==> src/rtl/initial_logic_nvc_if.sv <==
// Purpose : bundles the push side, per-VC pop strobes and all status/data outputs of initial_logic_nvc.
// Latency : none, this is wiring only.
// Backpr. : none here; the producer must watch full_main, the consumers watch the per-VC empty flags.
// Ports   : push/data_in/pop driven by the master; full_main, empty_main, error_main, data_out,
//           full, empty, almost_full, almost_empty, error driven by the slave (the block).
interface initial_logic_nvc_if #(
   parameter int DATA_WIDTH = 6,
   parameter int NUM_VC     = 2
);
   logic                         push;
   logic [DATA_WIDTH-1:0]        data_in;
   logic [NUM_VC-1:0]            pop;
   logic                         full_main;
   logic                         empty_main;
   logic                         error_main;
   logic [NUM_VC*DATA_WIDTH-1:0] data_out;
   logic [NUM_VC-1:0]            full;
   logic [NUM_VC-1:0]            empty;
   logic [NUM_VC-1:0]            almost_full;
   logic [NUM_VC-1:0]            almost_empty;
   logic [NUM_VC-1:0]            error;

   modport master (
      output push, data_in, pop,
      input  full_main, empty_main, error_main, data_out,
             full, empty, almost_full, almost_empty, error
   );

   modport slave (
      input  push, data_in, pop,
      output full_main, empty_main, error_main, data_out,
             full, empty, almost_full, almost_empty, error
   );
endinterface

==> src/rtl/initial_logic_nvc.sv <==
// Purpose : main show-ahead FIFO feeding NUM_VC show-ahead VC FIFOs, routed by the word's top bits.
// Latency : push at edge k into an idle path -> dispatched at edge k+1, visible on data_out after it.
// Backpr. : dispatch stalls (in order, no bypass) while the head's VC is almost_full; pushes while
//           full_main are dropped and flagged sticky in error_main.
// Ports   : clk, reset (async, active-low); bus (slave modport) carries push/data_in/pop and
//           all status flags plus the concatenated per-VC head words on data_out.
module initial_logic_nvc #(
   parameter int DATA_WIDTH = 6,
   parameter int NUM_VC     = 2,
   parameter int MAIN_DEPTH = 8,
   parameter int VC_DEPTH   = 8,
   parameter int AF_LEVEL   = VC_DEPTH - 2,
   parameter int AE_LEVEL   = 1
) (
   input  logic                clk,
   input  logic                reset,
   initial_logic_nvc_if.slave  bus
);
   localparam int VC_W  = $clog2(NUM_VC);
   localparam int MP_W  = $clog2(MAIN_DEPTH);
   localparam int MC_W  = MP_W + 1;
   localparam int VP_W  = $clog2(VC_DEPTH);
   localparam int VC_CW = VP_W + 1;

   localparam logic [MC_W-1:0]  MAIN_FULL_CNT = MC_W'(MAIN_DEPTH);
   localparam logic [VC_CW-1:0] VC_FULL_CNT   = VC_CW'(VC_DEPTH);
   localparam logic [VC_CW-1:0] AF_CNT        = VC_CW'(AF_LEVEL);
   localparam logic [VC_CW-1:0] AE_CNT        = VC_CW'(AE_LEVEL);

   // ---------------- main FIFO ----------------
   logic [DATA_WIDTH-1:0] r_main_mem [MAIN_DEPTH];
   logic [MP_W-1:0]       r_main_wptr;
   logic [MP_W-1:0]       r_main_rptr;
   logic [MC_W-1:0]       r_main_cnt;
   logic                  r_error_main;

   logic                  w_main_full;
   logic                  w_main_empty;
   logic                  w_push_ok;
   logic                  w_push_drop;
   logic                  w_disp;
   logic [DATA_WIDTH-1:0] w_main_head;
   logic [VC_W-1:0]       w_dest;

   logic [NUM_VC-1:0]            w_vc_full;
   logic [NUM_VC-1:0]            w_vc_empty;
   logic [NUM_VC-1:0]            w_vc_af;
   logic [NUM_VC-1:0]            w_vc_ae;
   logic [NUM_VC-1:0]            w_vc_err;
   logic [NUM_VC*DATA_WIDTH-1:0] w_data_out;

   assign w_main_full  = (r_main_cnt == MAIN_FULL_CNT);
   assign w_main_empty = (r_main_cnt == '0);
   assign w_push_ok    = bus.push && !w_main_full;
   // A push into a full FIFO is lost even if a dispatch frees a slot on the same edge.
   assign w_push_drop  = bus.push && w_main_full;
   assign w_main_head  = r_main_mem[r_main_rptr];
   assign w_dest       = w_main_head[DATA_WIDTH-1 -: VC_W];
   // Only the head is ever considered, so a stalled head holds back everything behind it.
   assign w_disp       = !w_main_empty && !w_vc_af[w_dest];

   always_ff @(posedge clk) begin
      if (w_push_ok) begin
         r_main_mem[r_main_wptr] <= bus.data_in;
      end
   end

   always_ff @(posedge clk or negedge reset) begin
      if (!reset) begin
         r_main_wptr  <= '0;
         r_main_rptr  <= '0;
         r_main_cnt   <= '0;
         r_error_main <= 1'b0;
      end else begin
         if (w_push_ok) begin
            r_main_wptr <= r_main_wptr + 1'b1;
         end
         if (w_disp) begin
            r_main_rptr <= r_main_rptr + 1'b1;
         end
         r_main_cnt <= r_main_cnt + MC_W'(w_push_ok) - MC_W'(w_disp);
         if (w_push_drop) begin
            r_error_main <= 1'b1;
         end
      end
   end

   // ---------------- VC FIFOs ----------------
   for (genvar g = 0; g < NUM_VC; g++) begin : g_vc
      logic [DATA_WIDTH-1:0] r_mem [VC_DEPTH];
      logic [VP_W-1:0]       r_wptr;
      logic [VP_W-1:0]       r_rptr;
      logic [VC_CW-1:0]      r_cnt;
      logic                  r_err;
      logic                  w_wr;
      logic                  w_rd;

      // Dispatch is gated by almost_full, so a write can never overflow this FIFO.
      assign w_wr = w_disp && (w_dest == VC_W'(g));
      // A pop on an empty VC reads nothing, even if a write lands on the same edge.
      assign w_rd = bus.pop[g] && (r_cnt != '0);

      always_ff @(posedge clk) begin
         if (w_wr) begin
            r_mem[r_wptr] <= w_main_head;
         end
      end

      always_ff @(posedge clk or negedge reset) begin
         if (!reset) begin
            r_wptr <= '0;
            r_rptr <= '0;
            r_cnt  <= '0;
            r_err  <= 1'b0;
         end else begin
            if (w_wr) begin
               r_wptr <= r_wptr + 1'b1;
            end
            if (w_rd) begin
               r_rptr <= r_rptr + 1'b1;
            end
            r_cnt <= r_cnt + VC_CW'(w_wr) - VC_CW'(w_rd);
            if (bus.pop[g] && (r_cnt == '0)) begin
               r_err <= 1'b1;
            end
         end
      end

      assign w_vc_full[g]  = (r_cnt == VC_FULL_CNT);
      assign w_vc_empty[g] = (r_cnt == '0);
      assign w_vc_af[g]    = (r_cnt >= AF_CNT);
      assign w_vc_ae[g]    = (r_cnt <= AE_CNT);
      assign w_vc_err[g]   = r_err;
      // Stale memory contents are hidden while empty so reset looks like a clean slate.
      assign w_data_out[g*DATA_WIDTH +: DATA_WIDTH] = w_vc_empty[g] ? '0 : r_mem[r_rptr];
   end

   assign bus.full_main    = w_main_full;
   assign bus.empty_main   = w_main_empty;
   assign bus.error_main   = r_error_main;
   assign bus.data_out     = w_data_out;
   assign bus.full         = w_vc_full;
   assign bus.empty        = w_vc_empty;
   assign bus.almost_full  = w_vc_af;
   assign bus.almost_empty = w_vc_ae;
   assign bus.error        = w_vc_err;
endmodule
==> src/flat_wrapper.sv <==
// flat-port wrapper written by rule: the top's interface ports become plain ports
module initial_logic_nvc_flat 
#(
   parameter int DATA_WIDTH = 6,
   parameter int NUM_VC     = 2,
   parameter int MAIN_DEPTH = 8,
   parameter int VC_DEPTH   = 8,
   parameter int AF_LEVEL   = VC_DEPTH - 2,
   parameter int AE_LEVEL   = 1
)
  (clk, reset, bus_push, bus_data_in, bus_pop, bus_full_main, bus_empty_main, bus_error_main, bus_data_out, bus_full, bus_empty, bus_almost_full, bus_almost_empty, bus_error);
  initial_logic_nvc_if #(.DATA_WIDTH(DATA_WIDTH), .NUM_VC(NUM_VC)) bus_i ();
  input  logic clk;
  input  logic reset;
  input wire logic [$bits(bus_i.push)-1:0] bus_push;
  input wire logic [$bits(bus_i.data_in)-1:0] bus_data_in;
  input wire logic [$bits(bus_i.pop)-1:0] bus_pop;
  output wire logic [$bits(bus_i.full_main)-1:0] bus_full_main;
  output wire logic [$bits(bus_i.empty_main)-1:0] bus_empty_main;
  output wire logic [$bits(bus_i.error_main)-1:0] bus_error_main;
  output wire logic [$bits(bus_i.data_out)-1:0] bus_data_out;
  output wire logic [$bits(bus_i.full)-1:0] bus_full;
  output wire logic [$bits(bus_i.empty)-1:0] bus_empty;
  output wire logic [$bits(bus_i.almost_full)-1:0] bus_almost_full;
  output wire logic [$bits(bus_i.almost_empty)-1:0] bus_almost_empty;
  output wire logic [$bits(bus_i.error)-1:0] bus_error;
  assign bus_i.push = bus_push;
  assign bus_i.data_in = bus_data_in;
  assign bus_i.pop = bus_pop;
  assign bus_full_main = bus_i.full_main;
  assign bus_empty_main = bus_i.empty_main;
  assign bus_error_main = bus_i.error_main;
  assign bus_data_out = bus_i.data_out;
  assign bus_full = bus_i.full;
  assign bus_empty = bus_i.empty;
  assign bus_almost_full = bus_i.almost_full;
  assign bus_almost_empty = bus_i.almost_empty;
  assign bus_error = bus_i.error;
  initial_logic_nvc #(.DATA_WIDTH(DATA_WIDTH), .NUM_VC(NUM_VC), .MAIN_DEPTH(MAIN_DEPTH), .VC_DEPTH(VC_DEPTH), .AF_LEVEL(AF_LEVEL), .AE_LEVEL(AE_LEVEL)) u_core (.clk(clk), .reset(reset), .bus(bus_i));
endmodule
==> config.mk <==
export PLATFORM = sky130hd
export DESIGN_NAME = initial_logic_nvc_flat
export DESIGN_NICKNAME = d
export VERILOG_FILES = /design/src/rtl/initial_logic_nvc_if.sv /design/src/rtl/initial_logic_nvc.sv /design/src/flat_wrapper.sv
export SDC_FILE = /design/constraint.sdc
export NUM_CORES = 1
export LEC_CHECK = 0
export CAP_MARGIN = 20
export CORE_MARGIN = 1.5
export CORE_UTILIZATION = 45
export CTS_CLUSTER_SIZE = 12
export DETAILED_ROUTE_END_ITERATION = 16
export SYNTH_ARGS = -nofsm -noshare
export SYNTH_HDL_FRONTEND = slang
export SYNTH_SLANG_ARGS = --single-unit
==> constraint.sdc <==
create_clock -name clk -period 5.7 [get_ports clk]
set_clock_uncertainty 0.15 [all_clocks]
set_input_delay 1.14 -clock clk [delete_from_list [all_inputs] [get_ports clk]]
set_output_delay 1.14 -clock clk [all_outputs]
set_load 0.03 [all_outputs]
# After elaboration in Yosys (flattened, before gate mapping)
# Memories as Yosys holds them, arrays and structs flattened.
# Cells that the tools add are included.
# W data, S select, Z words.
[totals] reg_bits=33 mem_bits_rw=144 in_bits=11 out_inout_bits=25 elab_cells=63 memories=3
[mem_list] memory="u_core.g_vc[0].r_mem" depth=8 width=6 rd=1 rd_ports_with_merged_regs=0 write_ports=1 line_no="initial_logic_nvc.sv:90" source="logic [DATA_WIDTH-1:0] r_mem [VC_DEPTH];"
[mem_list] memory="u_core.g_vc[1].r_mem" depth=8 width=6 rd=1 rd_ports_with_merged_regs=0 write_ports=1 line_no="initial_logic_nvc.sv:90"
[mem_list] memory="u_core.r_main_mem" depth=8 width=6 rd=1 rd_ports_with_merged_regs=0 write_ports=1 line_no="initial_logic_nvc.sv:31" source="logic [DATA_WIDTH-1:0] r_main_mem [MAIN_DEPTH];"
[classes] add_sub_neg=12 n_lt_le_gt_ge=5 n_eq_ne=3 mux=10 n_bitwise=1 n_reduce_logical=17
[op_table] operator="$add A3 B1 Y3 const B" count=6
[op_table] operator="$add A4 B1 Y4" count=3
[op_table] operator="$eq A4 B4 Y1 const B" count=3
[op_table] operator="$logic_not A4 Y1" count=3
[op_table] operator="$mux W6" count=2
[op_table] operator="$sub A4 B1 Y4" count=3
[op_table] operator="$logic_and A1 B1 Y1" count=9
[op_table] operator="$ge A4 B3 Y1 const B" count=2
[op_table] operator="$le A4 B1 Y1 const B" count=2
[op_table] operator="$mux W1" count=8
[op_table] operator="$reduce_bool A4 Y1" count=2
[op_table] operator="$logic_not A1 Y1" count=3
[op_table] operator="$lt A1 B2 Y1 const B" count=1
[op_table] operator="$not A1 Y1" count=1

# Longest topological paths before layout
# Gate-level depths: netlist of the first run.
[depth] word_depth=8 ltp_mapped=12 depth_no_buf=12

# Worst setup path before layout of the first run
# Ideal clock, no wire load.
[synth_timing] path_kind="flip-flop to output port" startpoint="reg u_core.g_vc[1].r_rptr[0]" endpoint="out bus_data_out[10]" arrival_time_ns=1.461 path_slack_ns=2.949 path_stages_with_launch=5 cell_sequence="dfrtp_1 > buf_4 > mux4_2 > mux2i_1 > nor2_1"
[synth_between] elab_chain_cells=2
[synth_rtl] item="from (decl)" line_no="initial_logic_nvc.sv:92" source="logic [VP_W-1:0] r_rptr;"
[synth_rtl] item="from (signal assigned)" line_no="initial_logic_nvc.sv:120" source="r_rptr <= r_rptr + 1'b1;"
[synth_rtl] item="$mem_v2 Z8 W6"
[synth_rtl] item="$mux W6" line_no="initial_logic_nvc.sv:135" source="assign w_data_out[g*DATA_WIDTH +: DATA_WIDTH] = w_vc_empty[g] ? '0 : r_mem[r_rptr];"
[synth_rtl] item="to (decl)" line_no="flat_wrapper.sv:21" source="output wire logic [$bits(bus_i.data_out)-1:0] bus_data_out;"
# No other way between the ends.

# Final worst setup path of the first run
[layout_timing] startpoint="reg u_core.g_vc[1].r_rptr[0]" endpoint="out bus_data_out[11]"
# Same word-level chain as after synthesis.

==> key figures, run 1 <==
Clock network
  • Hold-fix buffers, CTS: 0
  • Clock Tree Root: clkbuf_16
  • CTS Buffer Depth: 2
  • CTS tree: yes
  • Post_cts resized: 0
  • TritonCTS Buffers: 17
  • Reg clk slew, reported paths: 0.06 ns
  • Skew-Pair Late Insertion Delay: 0.42 ns
  • Sink Count: 177
  • Max H-tree Level: 4
  • Post-CTS Setup Repair Bufs: 0

Logic synthesis
  • Post-synthesis sequential area ratio: 0.682
  • Syn Area/Cell: 17.8 um2
  • #FFs+latches synth: 177
  • Number of synthesized flops with an enable pin: 144
  • Synth cell count leaders: edfxtp_1, mux4_2, dfrtp_1
  • Top cell type's share of synthesized area: 0.573
  • Count of cell types in the netlist: 37
  • Synth warn: 0
  • Ys flop type: edfxtp_1
  • Syn_nets: 467
  • Asr flop ratio synth: 0.186
  • Synth area leader: edfxtp_1
  • Ranking of synthesized cells by area: edfxtp_1, dfrtp_1, mux4_2, ha_1, mux2i_1
  • Count leader, synth: edfxtp_1
  • Netlist Area Pre-Place: 7550 um2
  • Gate Count Post-Synth: 425

Global route
  • Grt ovf: 0
  • Largest net degree at the start of global routing: 34
  • Initial antenna violation count: 0
  • Total GRT Usage: 0.163
  • Global-route wire length before repair: 21.1 mm
  • Number of global-route vias before repair: 3823

Power and ir drop
  • Sequential power share: 0.410
  • Internal cell power: 3.48 mW
  • Pwr dens: 612 nW/um2
  • Clock network power share: 0.218
  • Sw Pwr: 1.86 mW
  • Power Total: 5.34 mW
  • Logic pwr share: 0.372
  • Max VDD drop: 257 uV
  • Switching Share: 0.349
  • Leak: 3.19 nW

Route
  • DRC viols: 0
  • DR WL/cell: 18.5 um
  • Detailed Route WL: 13.0 mm
  • Via Count: 3617
  • TritonRoute pass-1 iters: 4
  • 1st-iter DRT viols: 187
  • Remaining antenna violation count after routing: 0
  • Vias per cell: 5.15

Worst hold path
  • Worst min path class: reg2reg
  • Hold Path Depth: 1

Floorplan
  • Die Width: 132 um
  • Core Footprint: 16500 um2
  • Cell row count: 47
  • Initial core utilization: 0.458
  • Top-Level Pins: 36
  • Die area: 17600 um2
  • Die H: 132 um

STA
  • Final Hold Fails: 0
  • Min Hold Slack: 0.305 ns
  • Fmax achieved: 246 MHz
  • Final WS setup: 1.64 ns
  • Tcrit/Tclk final: 0.712
  • Slew Limit Fails: 0
  • Tightest Pin Transition: 1.02 ns
  • Minimum clock period: 4.06 ns
  • Setup violations, final: 0
  • Unrepaired setup endpoints after global routing: false
  • Setup TNS: 0 ns
  • Relative slew slack: 0.313

Layout
  • Final nets: 511
  • Finished Cell Area: 8720 um2
  • Ratio of cells with drive above 1 in the final layout: 0.191
  • Util after Layout: 0.530
  • Syn-to-layout area delta: 15.6%
  • ANT cells: 0
  • Fin cells: 702

Placed design
  • Placed Cells: 669
  • Buffers on Ports: 35
  • Final GP Congestion: 0.724
  • Placement Setup Slack: 2.01 ns
  • Placed cell area: 8130 um2
  • Post-DP HPWL: 8.64 mm

Worst setup path
  • CP arrival: 2.77 ns
  • Critical Setup Path Class: reg2out
  • Worst endpoint required time: 4.41 ns
  • CP max FO: 14
  • Worst reg-to-reg path cell count: 4
  • Startpoint class of the critical path: flip-flop
  • Worst setup EP type: output port

Run status
  • Status: complete, no violations

Job
  • Max-cap violation count: 0
==> path summary, 6_finish.rpt <==
| path | start | end | slack [ns] |
|---|---|---|---|
| worst min register to register | u_core.g_vc[1].r_err | u_core.g_vc[1].r_err | 0.31 |
| worst max register to register | u_core.r_main_rptr[0] | u_core.g_vc[1].r_mem[3][2] | 2.47 |
| max in group asynchronous | reset | u_core.g_vc[1].r_cnt[2] | 4.23 |
| min in group asynchronous | reset | u_core.g_vc[0].r_cnt[3] | 0.65 |
| worst min-delay path | u_core.g_vc[1].r_err | u_core.g_vc[1].r_err | 0.31 |
| worst max-delay path | u_core.g_vc[1].r_rptr[0] | bus_data_out[11] | 1.64 |
==> cell families after synthesis <==
family | share of synthesized area
flops | 0.682
simple gates | 0.0507
mux | 0.140
buf+inv | 0.0305
fa+ha+maj | 0.0544
compound gates | 0.0209
xor+xnor | 0.0209
==> power groups by stage <==
stage | clock, mW | sequential, mW | combinational, mW
after floorplan | 0 | 2.02 | 1.60
final | 1.16 | 2.19 | 1.99
after CTS | 1.19 | 2.21 | 2.03
after global routing | 1.24 | 2.25 | 2.20
after global placement | 0 | 2.22 | 1.96
after detailed placement | 0 | 2.23 | 2.02
==> placed cells by master, fill, tap and decap left out, types with 5 or more instances in the layout <==
| master | synthesis | layout |
|---|---|---|
| inv_1 | 32 | 32 |
| nand2_1 | 11 | 11 |
| edfxtp_1 | 144 | 144 |
| mux4_2 | 34 | 34 |
| a21oi_1 | 9 | 9 |
| xnor2_1 | 9 | 9 |
| clkdlybuf4s50_1 | 0 | 34 |
| nor2_1 | 20 | 20 |
| nor4_1 | 8 | 6 |
| mux2_2 | 9 | 9 |
| xor2_1 | 9 | 9 |
| nor2b_1 | 5 | 5 |
| a21o_1 | 6 | 6 |
| nor3_1 | 6 | 6 |
| ha_1 | 28 | 28 |
| mux2i_1 | 16 | 16 |
| dfrtp_1 | 33 | 33 |
| buf_4 | 6 | 7 |
| clkbuf_16 | 0 | 17 |
| and3_1 | 5 | 5 |
==> layer usage <==
metal | routed length, um | vias to the layer above | GRT usage | share of wire
li1 | - | 1703 | - | -
met1 | 5970 | 1841 | 0.219 | 0.46
met2 | 6480 | 56 | 0.264 | 0.50
met3 | 350 | 17 | 0.0341 | 0.027
met4 | 183 | 0 | 0.0604 | 0.014
met5 | 0 | - | 0 | 0
==> critical path, stage by stage, from the launching register on <==
cell	delay, ns
dfrtp_1	0.89
mux4_2	0.60
mux2i_1	0.20
nor2_1	0.06
clkdlybuf4s50_1	0.60
==> flip-flops by register name, summed over array words and instances, names as in the netlist <==
| register | flops |
|---|---|
| u_core.r_main_wptr | 3 |
| u_core.r_main_cnt | 4 |
| u_core.g_vc.r_wptr | 6 |
| u_core.g_vc.r_rptr | 6 |
| u_core.bus.error_main | 1 |
| u_core.r_main_mem | 48 |
| u_core.g_vc.r_mem | 96 |
| u_core.r_main_rptr | 3 |
| u_core.g_vc.r_cnt | 8 |
| u_core.g_vc.r_err | 2 |
==> final cells by class <==
type	count	area, um2
fill	1330	7740
sequential	177	5150
timing repair buffer	43	403
clock buffer	21	450
clock inverter	11	138
inverter	33	129
tap	220	275
multi-input combinational	197	2180
(Power assumes the default switching activity.)
==> inputs of run 2 (changes only) <==
- clock period: 5.7 -> 3.6 ns (I/O delays scaled with it)
==> run 2 against run 1 <==
Clock-buffer cell count shrank 4; global-route usage shrank 0.21 points; clock power grew 62%; combinational power grew 67%; non-clock buffer count grew 15; flip-flop and latch count is the same; via count grew 1.9%; cell count grew 2.1%; final area grew 1.4%; die area is the same.
==> key figures, run 2 (synthesis results as in run 1) <==
Worst setup path
  • Worst reg-to-reg path cell count: 9 (+5)
  • Reg2reg start: u_core.r_main_rptr[0]
  • CP arrival: 2.48 ns (-0.29 ns)
  • Critical Setup Path Class: reg2out
  • Cell-by-cell trace of the critical path: buf_4 > mux4_2 > mux2i_1 > nor2_1 > clkdlybuf4s50_1
  • Worst setup EP type: output port
  • Worst endpoint required time: 2.73 ns (-1.68 ns)
  • R2R Setup Slk: 0.71 ns (-1.76 ns)
  • CP max stage delay: 0.60 ns (-0.29 ns)
  • R2R Path End: u_core.r_main_cnt[2]
  • CP max FO: 12 (-2)
  • Slowest-stage cell, CP: clkdlybuf4s50_1
  • Startpoint class of the critical path: flip-flop

Clock network
  • CTS Buffer Depth: 2 (unchanged)
  • TritonCTS Buffers: 17 (unchanged)
  • Clock Tree Root: clkbuf_16
  • Post-CTS Setup Repair Bufs: 0 (unchanged)
  • Post_cts resized: 0 (unchanged)
  • Reg clk slew, reported paths: 0.07 ns (about the same)
  • Hold-fix buffers, CTS: 0 (unchanged)
  • Skew-Pair Late Insertion Delay: 0.42 ns (about the same)
  • Sink Count: 177 (unchanged)
  • CTS tree: yes
  • Max H-tree Level: 4 (unchanged)

Floorplan
  • Die H: 132 um (unchanged)
  • Top-Level Pins: 36 (unchanged)
  • Core Footprint: 16500 um2 (unchanged)
  • Die Width: 132 um (unchanged)
  • Die area: 17600 um2 (unchanged)
  • Cell row count: 47 (unchanged)
  • Initial core utilization: 0.458 (unchanged)

STA
  • Min Hold Slack: 0.241 ns (-0.0640 ns)
  • Slew Limit Fails: 0 (unchanged)
  • Relative slew slack: 0.459 (+0.146)
  • Tightest Pin Transition: 0.812 ns (-0.210 ns)
  • Unrepaired setup endpoints after global routing: false
  • Minimum clock period: 3.35 ns
  • Setup TNS: 0 ns (unchanged)
  • Fmax achieved: 298 MHz
  • Final Hold Fails: 0 (unchanged)
  • Tcrit/Tclk final: 0.931
  • Setup violations, final: 0 (unchanged)

Layout
  • Final nets: 526 (+2.9%)
  • Area of the multi-input gates: 2170 um2 (-0.57%)
  • ANT cells: 0 (unchanged)
  • Top flop regs: u_core.g_vc.r_mem: 96 flops, u_core.r_main_mem: 48 flops, u_core.g_vc.r_cnt: 8 flops
  • Largest register FFs: 96 (unchanged)
  • Reg with most FFs: u_core.g_vc.r_mem
  • Total area of sequential cells: 5150 um2 (unchanged)
  • Fillers: 1344 (+1.1%)
  • Most frequent cells in the layout: edfxtp_1, mux4_2, clkdlybuf4s50_1
  • Ratio of cells with drive above 1 in the final layout: 0.219 (+0.0284)
  • Commonest non-fill, non-tap cell in the layout: edfxtp_1
  • Syn-to-layout area delta: 17.2%

Global route
  • Grt ovf: 0 (unchanged)
  • Number of global-route vias before repair: 3819 (-0.10%)
  • Largest net degree at the start of global routing: 34 (unchanged)
  • Initial antenna violation count: 0 (unchanged)
  • Total GRT Usage: 0.161 (-0.00215)
  • Global-route wire length before repair: 20.9 mm (-0.82%)

Route
  • Met3 WL post-DR: 636 um (+82%)
  • 1st-iter DRT viols: 278 (+49%)
  • M1 WL: 5.79 mm (-3.1%)
  • Via Count: 3685 (+1.9%)
  • Vias per cell: 5.14 (-0.25%)
  • Highest Signal Layer: met4
  • Detailed Route WL: 13.0 mm (-0.11%)
  • TritonRoute pass-1 iters: 4 (unchanged)
  • DRC viols: 0 (unchanged)
  • Detail Route met2 WL: 6.39 mm (-1.4%)
  • Remaining antenna violation count after routing: 0 (unchanged)
  • DR WL/cell: 18.1 um (-2.2%)

Worst hold path
  • Worst min path class: in2async

Run status
  • Status: complete, no violations

Power and ir drop
  • Pwr dens: 969 nW/um2 (+58%)
  • Max VDD drop: 493 uV (+92%)
  • Leak: 3.28 nW (+2.8%)

Placed design
  • Buffers on Ports: 35 (unchanged)
  • Post-DP HPWL: 8.68 mm (+0.46%)
  • Final GP Congestion: 0.711 (-1.9%)

Job
  • Max-cap violation count: 0 (unchanged)
==> run 2: final cells by class <==
cell class | instances | area share
inverter | 33 | 0.0146
clock inverter | 15 | 0.0204
timing repair buffer | 58 | 0.0586
multi-input combinational | 197 | 0.245
sequential | 177 | 0.582
tap | 220 | 0.0311
clock buffer | 17 | 0.0481
==> run 2: per-stage QoR <==
| step | cell area [um2] | std cells | power [mW] | util | worst slack [ns] |
|---|---|---|---|---|---|
| after floorplan | 7550 | 425 | 5.73 | - | 1.01 |
| after global placement | 8240 | 685 | 6.70 | 0.500 | 0.646 |
| after detailed placement | 8240 | 685 | 6.80 | 0.500 | 0.647 |
| after CTS | 8840 | 717 | 8.69 | 0.537 | 0.180 |
| after global routing | 8840 | 717 | 9.12 | 0.537 | 0.0700 |
| final | 8840 | 717 | 8.57 | 0.537 | 0.248 |
==> run 2: critical path, delay by kind of cell (launching register included) <==
| family | cells | cell delay (ns) |
|---|---|---|
| buf+inv | 2 | 0.87 |
| flops | 1 | 0.39 |
| simple gates | 1 | 0.06 |
| mux | 2 | 0.74 |
==> run 2: per-layer routing <==
layer / track usage / vias up
met4: 0.0537 / 0
met5: 0 / -
met1: 0.216 / 1880
li1: - / 1724
met3: 0.0402 / 12
met2: 0.258 / 69
==> run 2: worst max path at each step <==
| stage | start | end | slack [ns] |
|---|---|---|---|
| after CTS | u_core.g_vc[0].r_rptr[0] | bus_data_out[4] | 0.18 |
| after floorplan | u_core.r_main_cnt[2] | u_core.r_main_cnt[2] | 1.01 |
| after global placement | bus_pop[0] | u_core.g_vc[0].r_cnt[2] | 0.65 |
| final | u_core.g_vc[0].r_rptr[0] | bus_data_out[4] | 0.25 |
| after global routing | u_core.g_vc[0].r_rptr[0] | bus_data_out[4] | 0.07 |
| after detailed placement | u_core.g_vc[0].r_rptr[0] | bus_data_out[4] | 0.65 |
==> run 2: power breakdown <==
| group | switching, mW | internal (mW) |
|---|---|---|
| clock | 0.774 | 1.10 |
| combinational | 1.85 | 1.48 |
| sequential | 0.393 | 2.97 |
| total | 3.01 | 5.56 |
==> inputs of run 3 (changes only) <==
- clock period: 3.6 -> 4.2 ns (I/O delays scaled with it)
==> run 3 against run 2 <==
Critical path depth stayed put; wire length decreased by 0.35%; clock-buffer cell count up 1; critical endpoint is now bus_data_out[7].
==> key figures, run 3 (synthesis results as in run 1) <==
Run status
  • Status: complete, no violations

Route
  • DR WL/cell: 18.2 um (+0.35%)
  • DRC viols: 0 (unchanged)
  • Detailed Route WL: 12.9 mm (-0.35%)
  • Vias per cell: 5.14 (about the same)
  • TritonRoute pass-1 iters: 4 (unchanged)
  • 1st-iter DRT viols: 222 (-20%)
  • Via Count: 3662 (-0.62%)
  • Remaining antenna violation count after routing: 0 (unchanged)

Floorplan
  • Die Width: 132 um (unchanged)
  • Die area: 17600 um2 (unchanged)
  • Cell row count: 47 (unchanged)
  • Top-Level Pins: 36 (unchanged)
  • Core Footprint: 16500 um2 (unchanged)
  • Initial core utilization: 0.458 (unchanged)
  • Die H: 132 um (unchanged)

Clock network
  • Hold-fix buffers, CTS: 0 (unchanged)
  • CTS tree: yes
  • Post-CTS Setup Repair Bufs: 0 (unchanged)
  • CTS Buffer Depth: 2 (unchanged)
  • Reg clk slew, reported paths: 0.06 ns (about the same)
  • Post_cts resized: 0 (unchanged)
  • TritonCTS Buffers: 17 (unchanged)
  • Sink Count: 177 (unchanged)
  • Max H-tree Level: 4 (unchanged)
  • Skew-Pair Late Insertion Delay: 0.43 ns (about the same)
  • Clock Tree Root: clkbuf_16

Global route
  • Global-route wire length before repair: 20.9 mm (+0.16%)
  • Largest net degree at the start of global routing: 34 (unchanged)
  • Grt ovf: 0 (unchanged)
  • Total GRT Usage: 0.162 (+0.00133)
  • Number of global-route vias before repair: 3817 (-0.052%)
  • Initial antenna violation count: 0 (unchanged)

STA
  • Tightest Pin Transition: 0.854 ns (+0.0424 ns)
  • Final Hold Fails: 0 (unchanged)
  • Tcrit/Tclk final: 0.880
  • Unrepaired setup endpoints after global routing: false
  • Fmax achieved: 271 MHz
  • Slew Limit Fails: 0 (unchanged)
  • Setup violations, final: 0 (unchanged)
  • Min Hold Slack: 0.315 ns (+0.0743 ns)
  • Relative slew slack: 0.429 (-0.0298)
  • Setup TNS: 0 ns (unchanged)
  • Minimum clock period: 3.69 ns

Worst setup path
  • CP arrival: 2.70 ns (+0.22 ns)
  • CP max FO: 10 (-2)
  • Startpoint class of the critical path: flip-flop
  • Worst endpoint required time: 3.21 ns (+0.48 ns)
  • Worst setup EP type: output port
  • Critical Setup Path Class: reg2out

Layout
  • Reg with most FFs: u_core.g_vc.r_mem
  • Fillers: 1340 (-0.30%)
  • Final nets: 521 (-0.95%)
  • Syn-to-layout area delta: 17.3% (about the same)
  • Largest register FFs: 96 (unchanged)
  • Most frequent cells in the layout: edfxtp_1, mux4_2, clkdlybuf4s50_1
  • ANT cells: 0 (unchanged)
  • Commonest non-fill, non-tap cell in the layout: edfxtp_1
  • Top flop regs: u_core.g_vc.r_mem: 96 flops, u_core.r_main_mem: 48 flops, u_core.g_vc.r_cnt: 8 flops
  • Ratio of cells with drive above 1 in the final layout: 0.211 (-0.00793)
  • Fin cells: 712 (-0.70%)

Power and ir drop
  • Pwr dens: 838 nW/um2 (-14%)
  • Power Total: 7.41 mW (-14%)
  • Max VDD drop: 432 uV (-12%)
  • Leak: 3.27 nW (-0.44%)

Placed design
  • Final GP Congestion: 0.729 (+2.5%)
  • Buffers on Ports: 35 (unchanged)
  • Placed Cells: 680 (-0.73%)
  • Post-DP HPWL: 8.75 mm (+0.79%)

Worst hold path
  • Worst min path class: reg2reg

Job
  • Max-cap violation count: 0 (unchanged)
run 3: cell count changes in the layout (fill, tap and decap cells not counted), sizes merged:
cell,change
buf,-5
inv,-3
bufinv,+2
clkbuf,+1
run 3: layout make-up:
cell class                 count  area (um2)  share of cell area
clock inverter                14         210              0.0237
inverter                      33         129              0.0146
sequential                   177        5150               0.582
multi-input combinational    197        2180               0.246
clock buffer                  18         429              0.0485
tap                          220         275              0.0311
timing repair buffer          53         480              0.0543
run 3: final timing paths:
kind                                          start                  endpoint  slack [ns]  depth (start not counted)
max in group asynchronous                     reset  u_core.g_vc[1].r_rptr[0]        3.01                          1
min in group asynchronous                     reset  u_core.g_vc[0].r_rptr[2]        0.36                          1
hold reg to reg                u_core.g_vc[1].r_err      u_core.g_vc[1].r_err        0.32                          1
setup reg to reg              u_core.r_main_rptr[1]      u_core.r_main_cnt[3]        1.30                         10
setup / recovery           u_core.g_vc[1].r_rptr[0]           bus_data_out[7]        0.51                          5
hold / removal                 u_core.g_vc[1].r_err      u_core.g_vc[1].r_err        0.32                          1
run 3: where the power goes:
part / internal, mW / switching (mW)
registers: 2.55 / 0.353
clock network: 1.05 / 0.642
logic: 1.26 / 1.55
run 3: stage by stage:
stage / utilization / setup WS, ns / instance area, um2
6_report: 0.538 / 0.506 / 8850
5_1_grt: 0.538 / 0.304 / 8850
4_1_cts: 0.538 / 0.409 / 8850
3_5_place_dp: 0.499 / 0.881 / 8210
3_3_place_gp: 0.499 / 0.927 / 8210
2_1_floorplan: - / 1.61 / 7550
run 3: layer usage:
layer / vias to the layer above / GRT usage / wire, um
met4: 0 / 0.0562 / 183
met2: 46 / 0.255 / 6330
li1: 1723 / - / -
met1: 1880 / 0.218 / 6060
met3: 13 / 0.0471 / 363
met5: - / 0 / 0
run 3: critical path: stages (launching register included):
cell	delay, ns
dfrtp_1	0.70
buf_4	0.27
mux4_2	0.50
mux2i_1	0.14
nor2_1	0.06
clkdlybuf4s50_1	0.60
